[config.mk]
export PLATFORM = sky130hd
export DESIGN_NAME = memory_access
export DESIGN_NICKNAME = d
export VERILOG_FILES = /design/src/rtl/memory_access.sv
export SDC_FILE = /design/constraint.sdc
export NUM_CORES = 1
export LEC_CHECK = 0
export BUFFER_PORTS_ARGS = -buffer_cell sky130_fd_sc_hd__buf_2
export CAP_MARGIN = 5
export CORE_AREA = 5 5 176 178
export CTS_BUF_LIST = sky130_fd_sc_hd__clkbuf_8 sky130_fd_sc_hd__clkbuf_16
export DETAILED_ROUTE_END_ITERATION = 10
export DIE_AREA = 0 0 181 183
export PLACE_DENSITY = 0.56
export SYNTH_ARGS = -nofsm -noshare
export SYNTH_HDL_FRONTEND = slang
export SYNTH_SLANG_ARGS = --single-unit
[constraint.sdc]
create_clock -name clk_i -period 2.91 [get_ports clk_i]
set_input_delay 0.4365 -clock clk_i [delete_from_list [all_inputs] [get_ports clk_i]]
set_output_delay 0.4365 -clock clk_i [all_outputs]
set_load 0.01 [all_outputs]
[src/rtl/memory_access.sv]
// Y86 SEQ memory stage: performs the one data-memory access an instruction needs over a
// req/ack bus, returns valM and the instruction status, and holds busy while occupied.
module memory_access #(
  parameter int DATA_W    = 64,
  parameter int MEM_BYTES = 4096,
  parameter int TIMEOUT   = 16
) (
  input  logic              clk_i,
  input  logic              rst_i,
  input  logic              valid_i,
  input  logic [3:0]        icode_i,
  input  logic [DATA_W-1:0] valE_i,
  input  logic [DATA_W-1:0] valA_i,
  input  logic [DATA_W-1:0] valP_i,
  output logic              dmem_req_o,
  output logic              dmem_we_o,
  output logic [DATA_W-1:0] dmem_addr_o,
  output logic [DATA_W-1:0] dmem_wdata_o,
  input  logic              dmem_ack_i,
  input  logic [DATA_W-1:0] dmem_rdata_i,
  output logic              busy_o,
  output logic              done_o,
  output logic [DATA_W-1:0] valM_o,
  output logic [2:0]        stat_o
);

  localparam logic [3:0] I_HALT   = 4'h0;
  localparam logic [3:0] I_RMMOVQ = 4'h4;
  localparam logic [3:0] I_MRMOVQ = 4'h5;
  localparam logic [3:0] I_CALL   = 4'h8;
  localparam logic [3:0] I_RET    = 4'h9;
  localparam logic [3:0] I_PUSHQ  = 4'hA;
  localparam logic [3:0] I_POPQ   = 4'hB;

  localparam logic [2:0] S_AOK = 3'd1;
  localparam logic [2:0] S_HLT = 3'd2;
  localparam logic [2:0] S_ADR = 3'd3;
  localparam logic [2:0] S_INS = 3'd4;

  localparam int CNT_W = $clog2(TIMEOUT + 1);
  localparam logic [CNT_W-1:0] CNT_LAST = CNT_W'(TIMEOUT - 1);
  // One extra bit so an address close to 2^DATA_W cannot wrap into the legal window.
  localparam logic [DATA_W:0] ADDR_MAX = (DATA_W + 1)'(MEM_BYTES - 8);

  typedef enum logic [1:0] {
    IDLE,
    REQ,
    DONE
  } state_t;

  state_t            state_reg, state_next;
  logic              read_reg, read_next;
  logic              we_reg, we_next;
  logic [DATA_W-1:0] addr_reg, addr_next;
  logic [DATA_W-1:0] wdata_reg, wdata_next;
  logic [CNT_W-1:0]  cnt_reg, cnt_next;
  logic [DATA_W-1:0] valm_reg, valm_next;
  logic [2:0]        stat_reg, stat_next;

  logic              dec_read;
  logic              dec_write;
  logic [DATA_W-1:0] dec_addr;
  logic [DATA_W-1:0] dec_wdata;
  logic              dec_illegal;

  assign dec_read    = (icode_i == I_MRMOVQ) || (icode_i == I_POPQ) || (icode_i == I_RET);
  assign dec_write   = (icode_i == I_RMMOVQ) || (icode_i == I_PUSHQ) || (icode_i == I_CALL);
  assign dec_addr    = ((icode_i == I_POPQ) || (icode_i == I_RET)) ? valA_i : valE_i;
  assign dec_wdata   = (icode_i == I_CALL) ? valP_i : valA_i;
  assign dec_illegal = {1'b0, dec_addr} > ADDR_MAX;

  always_ff @(posedge clk_i) begin
    if (rst_i) begin
      state_reg <= IDLE;
      read_reg  <= 1'b0;
      we_reg    <= 1'b0;
      addr_reg  <= '0;
      wdata_reg <= '0;
      cnt_reg   <= '0;
      valm_reg  <= '0;
      stat_reg  <= S_AOK;
    end else begin
      state_reg <= state_next;
      read_reg  <= read_next;
      we_reg    <= we_next;
      addr_reg  <= addr_next;
      wdata_reg <= wdata_next;
      cnt_reg   <= cnt_next;
      valm_reg  <= valm_next;
      stat_reg  <= stat_next;
    end
  end

  always_comb begin
    state_next = state_reg;
    read_next  = read_reg;
    we_next    = we_reg;
    addr_next  = addr_reg;
    wdata_next = wdata_reg;
    cnt_next   = cnt_reg;
    valm_next  = valm_reg;
    stat_next  = stat_reg;

    case (state_reg)
      IDLE: begin
        if (valid_i) begin
          if (icode_i > I_POPQ) begin
            state_next = DONE;
            stat_next  = S_INS;
            valm_next  = '0;
          end else if (icode_i == I_HALT) begin
            state_next = DONE;
            stat_next  = S_HLT;
            valm_next  = '0;
          end else if (dec_read || dec_write) begin
            if (dec_illegal) begin
              state_next = DONE;
              stat_next  = S_ADR;
              valm_next  = '0;
            end else begin
              // Bus fields are only latched for a real access so they stay put otherwise.
              state_next = REQ;
              read_next  = dec_read;
              we_next    = dec_write;
              addr_next  = dec_addr;
              wdata_next = dec_wdata;
              cnt_next   = '0;
            end
          end else begin
            state_next = DONE;
            stat_next  = S_AOK;
            valm_next  = '0;
          end
        end
      end
      REQ: begin
        if (dmem_ack_i) begin
          state_next = DONE;
          stat_next  = S_AOK;
          valm_next  = read_reg ? dmem_rdata_i : '0;
        end else if (cnt_reg == CNT_LAST) begin
          state_next = DONE;
          stat_next  = S_ADR;
          valm_next  = '0;
        end else begin
          cnt_next = cnt_reg + CNT_W'(1);
        end
      end
      DONE: begin
        state_next = IDLE;
      end
      default: begin
        state_next = IDLE;
      end
    endcase
  end

  assign dmem_req_o   = (state_reg == REQ);
  assign dmem_we_o    = we_reg;
  assign dmem_addr_o  = addr_reg;
  assign dmem_wdata_o = wdata_reg;
  assign busy_o       = (state_reg != IDLE);
  assign done_o       = (state_reg == DONE);
  assign valM_o       = valm_reg;
  assign stat_o       = stat_reg;

endmodule

==> reports/summary.txt <==
total congestion overflow - 0
multiplexer share of the synthesized area - 10.2%
CTS tree - built
clk slew on worst S/H paths - 0.06 ns
Die Wd - 181 um
post-synthesis net count - 994
Post-Synth Simple-Gate Area - 10.2%
Syn Inst Count - 728
peak supply drop - 0.357 mV
IO Pins - 463
RR Startpoint - cnt_reg[0]
Synth area leader - dfxtp_1
# setup viols final - 0
Setup crit end - valM_o[58]
CTS Buf Count - 24
CP endpoint kind - flop
# rows - 63
largest family of logic cells by synthesized area - compound AO/OA/AOI/OAI gates
Final WS setup - 0.552 ns
Sink Count - 204
max incr delay on CP - 0.49 ns
die area - 33100 um^2
Synth Register Bits - 204
crit path max fanout - 66
delay-heaviest family, CP - buffers and inverters
Residual DRC - 0
pin count of the biggest net entering global routing - 67
GP Congestion - 0.947
DR iter-0 viols - 373
PostCTS Resize Cnt - 0
Synth Area in Compound Gates - 21.6%
Die Y - 183 um
Crit path depth - 8
register area share after synthesis - 53.2%
Critical Path, Cell by Cell - buf_2 -> nand3b_2 -> buf_4 -> mux2i_1 -> nand4_1 -> a211oi_4 -> buf_12 -> a22o_1
Clock Latency Late Sink - 0.51 ns
Leakage - 5.26 nW
max_slew headroom - 53.2%
crit path from - icode_i[2]
Synth Area in XOR/XNOR - 0.342%
GRT Resource Usage Total - 17.5%
HP Class - input pin to flop
ys flop type - dfxtp_1
initial antenna violation count - 4
Pwr per Cell Area - 566 nW/um^2
Worst Path Buf+Inv - 3
# port buffers - 462
final core utilization - 38.8%
slowest CP cell - mux2i_1
Setup Skew - 0.00781 ns
Setup Buffers After CTS - 0
placement-stage cell area - 10500 um^2
nets - 1443
Final ANT Viol Nets - 0
Least-Margin Pin Slew - 0.702 ns
H-tree depth - 1
highest clock rate - 0.424 GHz
cell area after layout - 11300 um^2
pre-CTS setup slack - -0.0000480 ns
P&R area growth vs syn - 47.6%
worst r2r dst - stat_o[1]
Syn. warnings - 0
asr flop ratio synth - 0%
via count - 7534
share of cells above drive strength 1 - 44.7%
Post-synth EDFFs - 0
first-pass GRT wire length - 46100 um
RSZ-0062 raised after global routing - false
CP arrival - 2.80 ns
detailed-route wire length - 31000 um
Final Hold Fails - 0
first-pass iteration count of the detailed router - 5
Cell variety after synth - 38
starting density of the core - 26.3%
ranking of synthesized cells by area - dfxtp_1, mux2i_1, a211oi_1, a22o_1, a21oi_1
core box area - 29200 um^2
Final Cycle Share - 81.0%
top cell type's share of synthesized area - 53.2%
Clock Tree Buf Depth - 3
status - completed
maxcap violations - 0
post-DP HPWL - 23900 um
Hold-fix buffers, CTS - 0
Slew Viols, Final - 0
WL/cell - 19.6 um
top cells by count, synth - dfxtp_1, a211oi_1, a21oi_1, mux2i_1, a22o_1
R2R setup slack - 0.97 ns
type of the worst setup path - input pin to flop
Worst setup SP type - input pin
Mapped Area - 7680 um^2
Root Buffer - clkbuf_16
fraction of the mapped netlist area in adder cells - 0.326%
vias in the first global route - 7530
vias per inst - 4.75
most common cell in the netlist - dfxtp_1
Tmin final - 2.36 ns
cells on worst reg2reg path - 8
Mean Syn Cell Area - 10.6 um^2
Min Hold Slack - 0.145 ns
CP required - 3.36 ns
==> worst reg2reg max path, stage by stage, from the launching register on <==
cell,delay [ns]
dfxtp_1,0.37
ha_1,0.17
and3_1,0.17
ha_1,0.16
nor2_1,0.04
nor2_1,0.29
and3b_1,0.25
a211oi_1,0.26
nor3_1,0.08
==> layer usage <==
metal	up-vias	wire (um)	global-route usage [%]
li1	3627	-	-
met1	3565	13300	23.2
met2	304	14800	29.5
met3	36	2280	3.99
met4	2	629	3.63
met5	-	13	0
==> placed cells by master (no fill, tap or decap), types with 2 or more instances in the layout <==
| cell type | Yosys | final |
|---|---|---|
| clkbuf_8 | 0 | 7 |
| a21oi_1 | 80 | 79 |
| ha_1 | 2 | 2 |
| inv_1 | 8 | 13 |
| clkbuf_16 | 0 | 25 |
| buf_4 | 9 | 19 |
| nor3_1 | 8 | 6 |
| nand2_1 | 7 | 7 |
| buf_12 | 0 | 6 |
| bufinv_16 | 0 | 3 |
| clkinv_2 | 0 | 2 |
| o22ai_1 | 2 | 2 |
| nor4_1 | 25 | 25 |
| o21ai_0 | 3 | 3 |
| a211oi_1 | 80 | 80 |
| nand4b_1 | 2 | 2 |
| and2_1 | 54 | 53 |
| dfxtp_1 | 204 | 204 |
| mux2i_1 | 78 | 78 |
| nand2b_1 | 2 | 2 |
| buf_2 | 15 | 461 |
| xor2_1 | 2 | 2 |
| nor2_1 | 14 | 13 |
| nand3_1 | 2 | 2 |
| o21a_1 | 2 | 2 |
| nand4_1 | 12 | 12 |
| nor3_2 | 0 | 2 |
| a22o_1 | 64 | 64 |
==> stage by stage <==
| stage | setup TNS, ns | std cells | power (mW) |
|---|---|---|---|
| 6_report | 0 | 1586 | 6.42 |
| 5_1_grt | 0 | 1586 | 6.67 |
| 4_1_cts | 0 | 1585 | 6.52 |
| 3_5_place_dp | -0.0000480 | 1541 | 3.31 |
| 3_3_place_gp | 0 | 1541 | 3.31 |
| 2_1_floorplan | 0 | 728 | 3.02 |
==> worst min-delay path by stage <==
| stage | start | endpoint | cells past startpoint |
|---|---|---|---|
| 2_1_floorplan | read_reg | read_reg | 2 |
| 3_3_place_gp | dmem_addr_o[19] | dmem_addr_o[19] | 1 |
| 3_5_place_dp | dmem_addr_o[30] | dmem_addr_o[30] | 1 |
| 4_1_cts | dmem_rdata_i[60] | valM_o[60] | 2 |
| 5_1_grt | dmem_rdata_i[55] | valM_o[55] | 2 |
| 6_report | dmem_rdata_i[63] | valM_o[63] | 2 |
==> cells by family after synthesis <==
logic type      count (synthesis)
fa+ha+maj                       2
buf+inv                        71
simple gates                  133
mux                            78
compound gates                237
flops                         204
xor+xnor                        3
==> power breakdown <==
group,internal (mW),leakage [nW],switching [mW]
registers,2.80,1.64,0.00168
clock network,2.00,0.440,1.17
logic,0.202,3.18,0.250
==> layout make-up <==
| cell class | instances | area (um^2) |
|---|---|---|
| fillers | 3035 | 17900 |
| flip-flops and latches | 204 | 4080 |
| multi-input cells | 453 | 3310 |
| repair buffers | 486 | 2570 |
| clock buffers | 32 | 722 |
| well taps | 390 | 488 |
| clock inverters | 12 | 135 |
| inverters | 8 | 30.0 |
| diodes | 1 | 2.50 |
(Power assumes the default switching activity.)
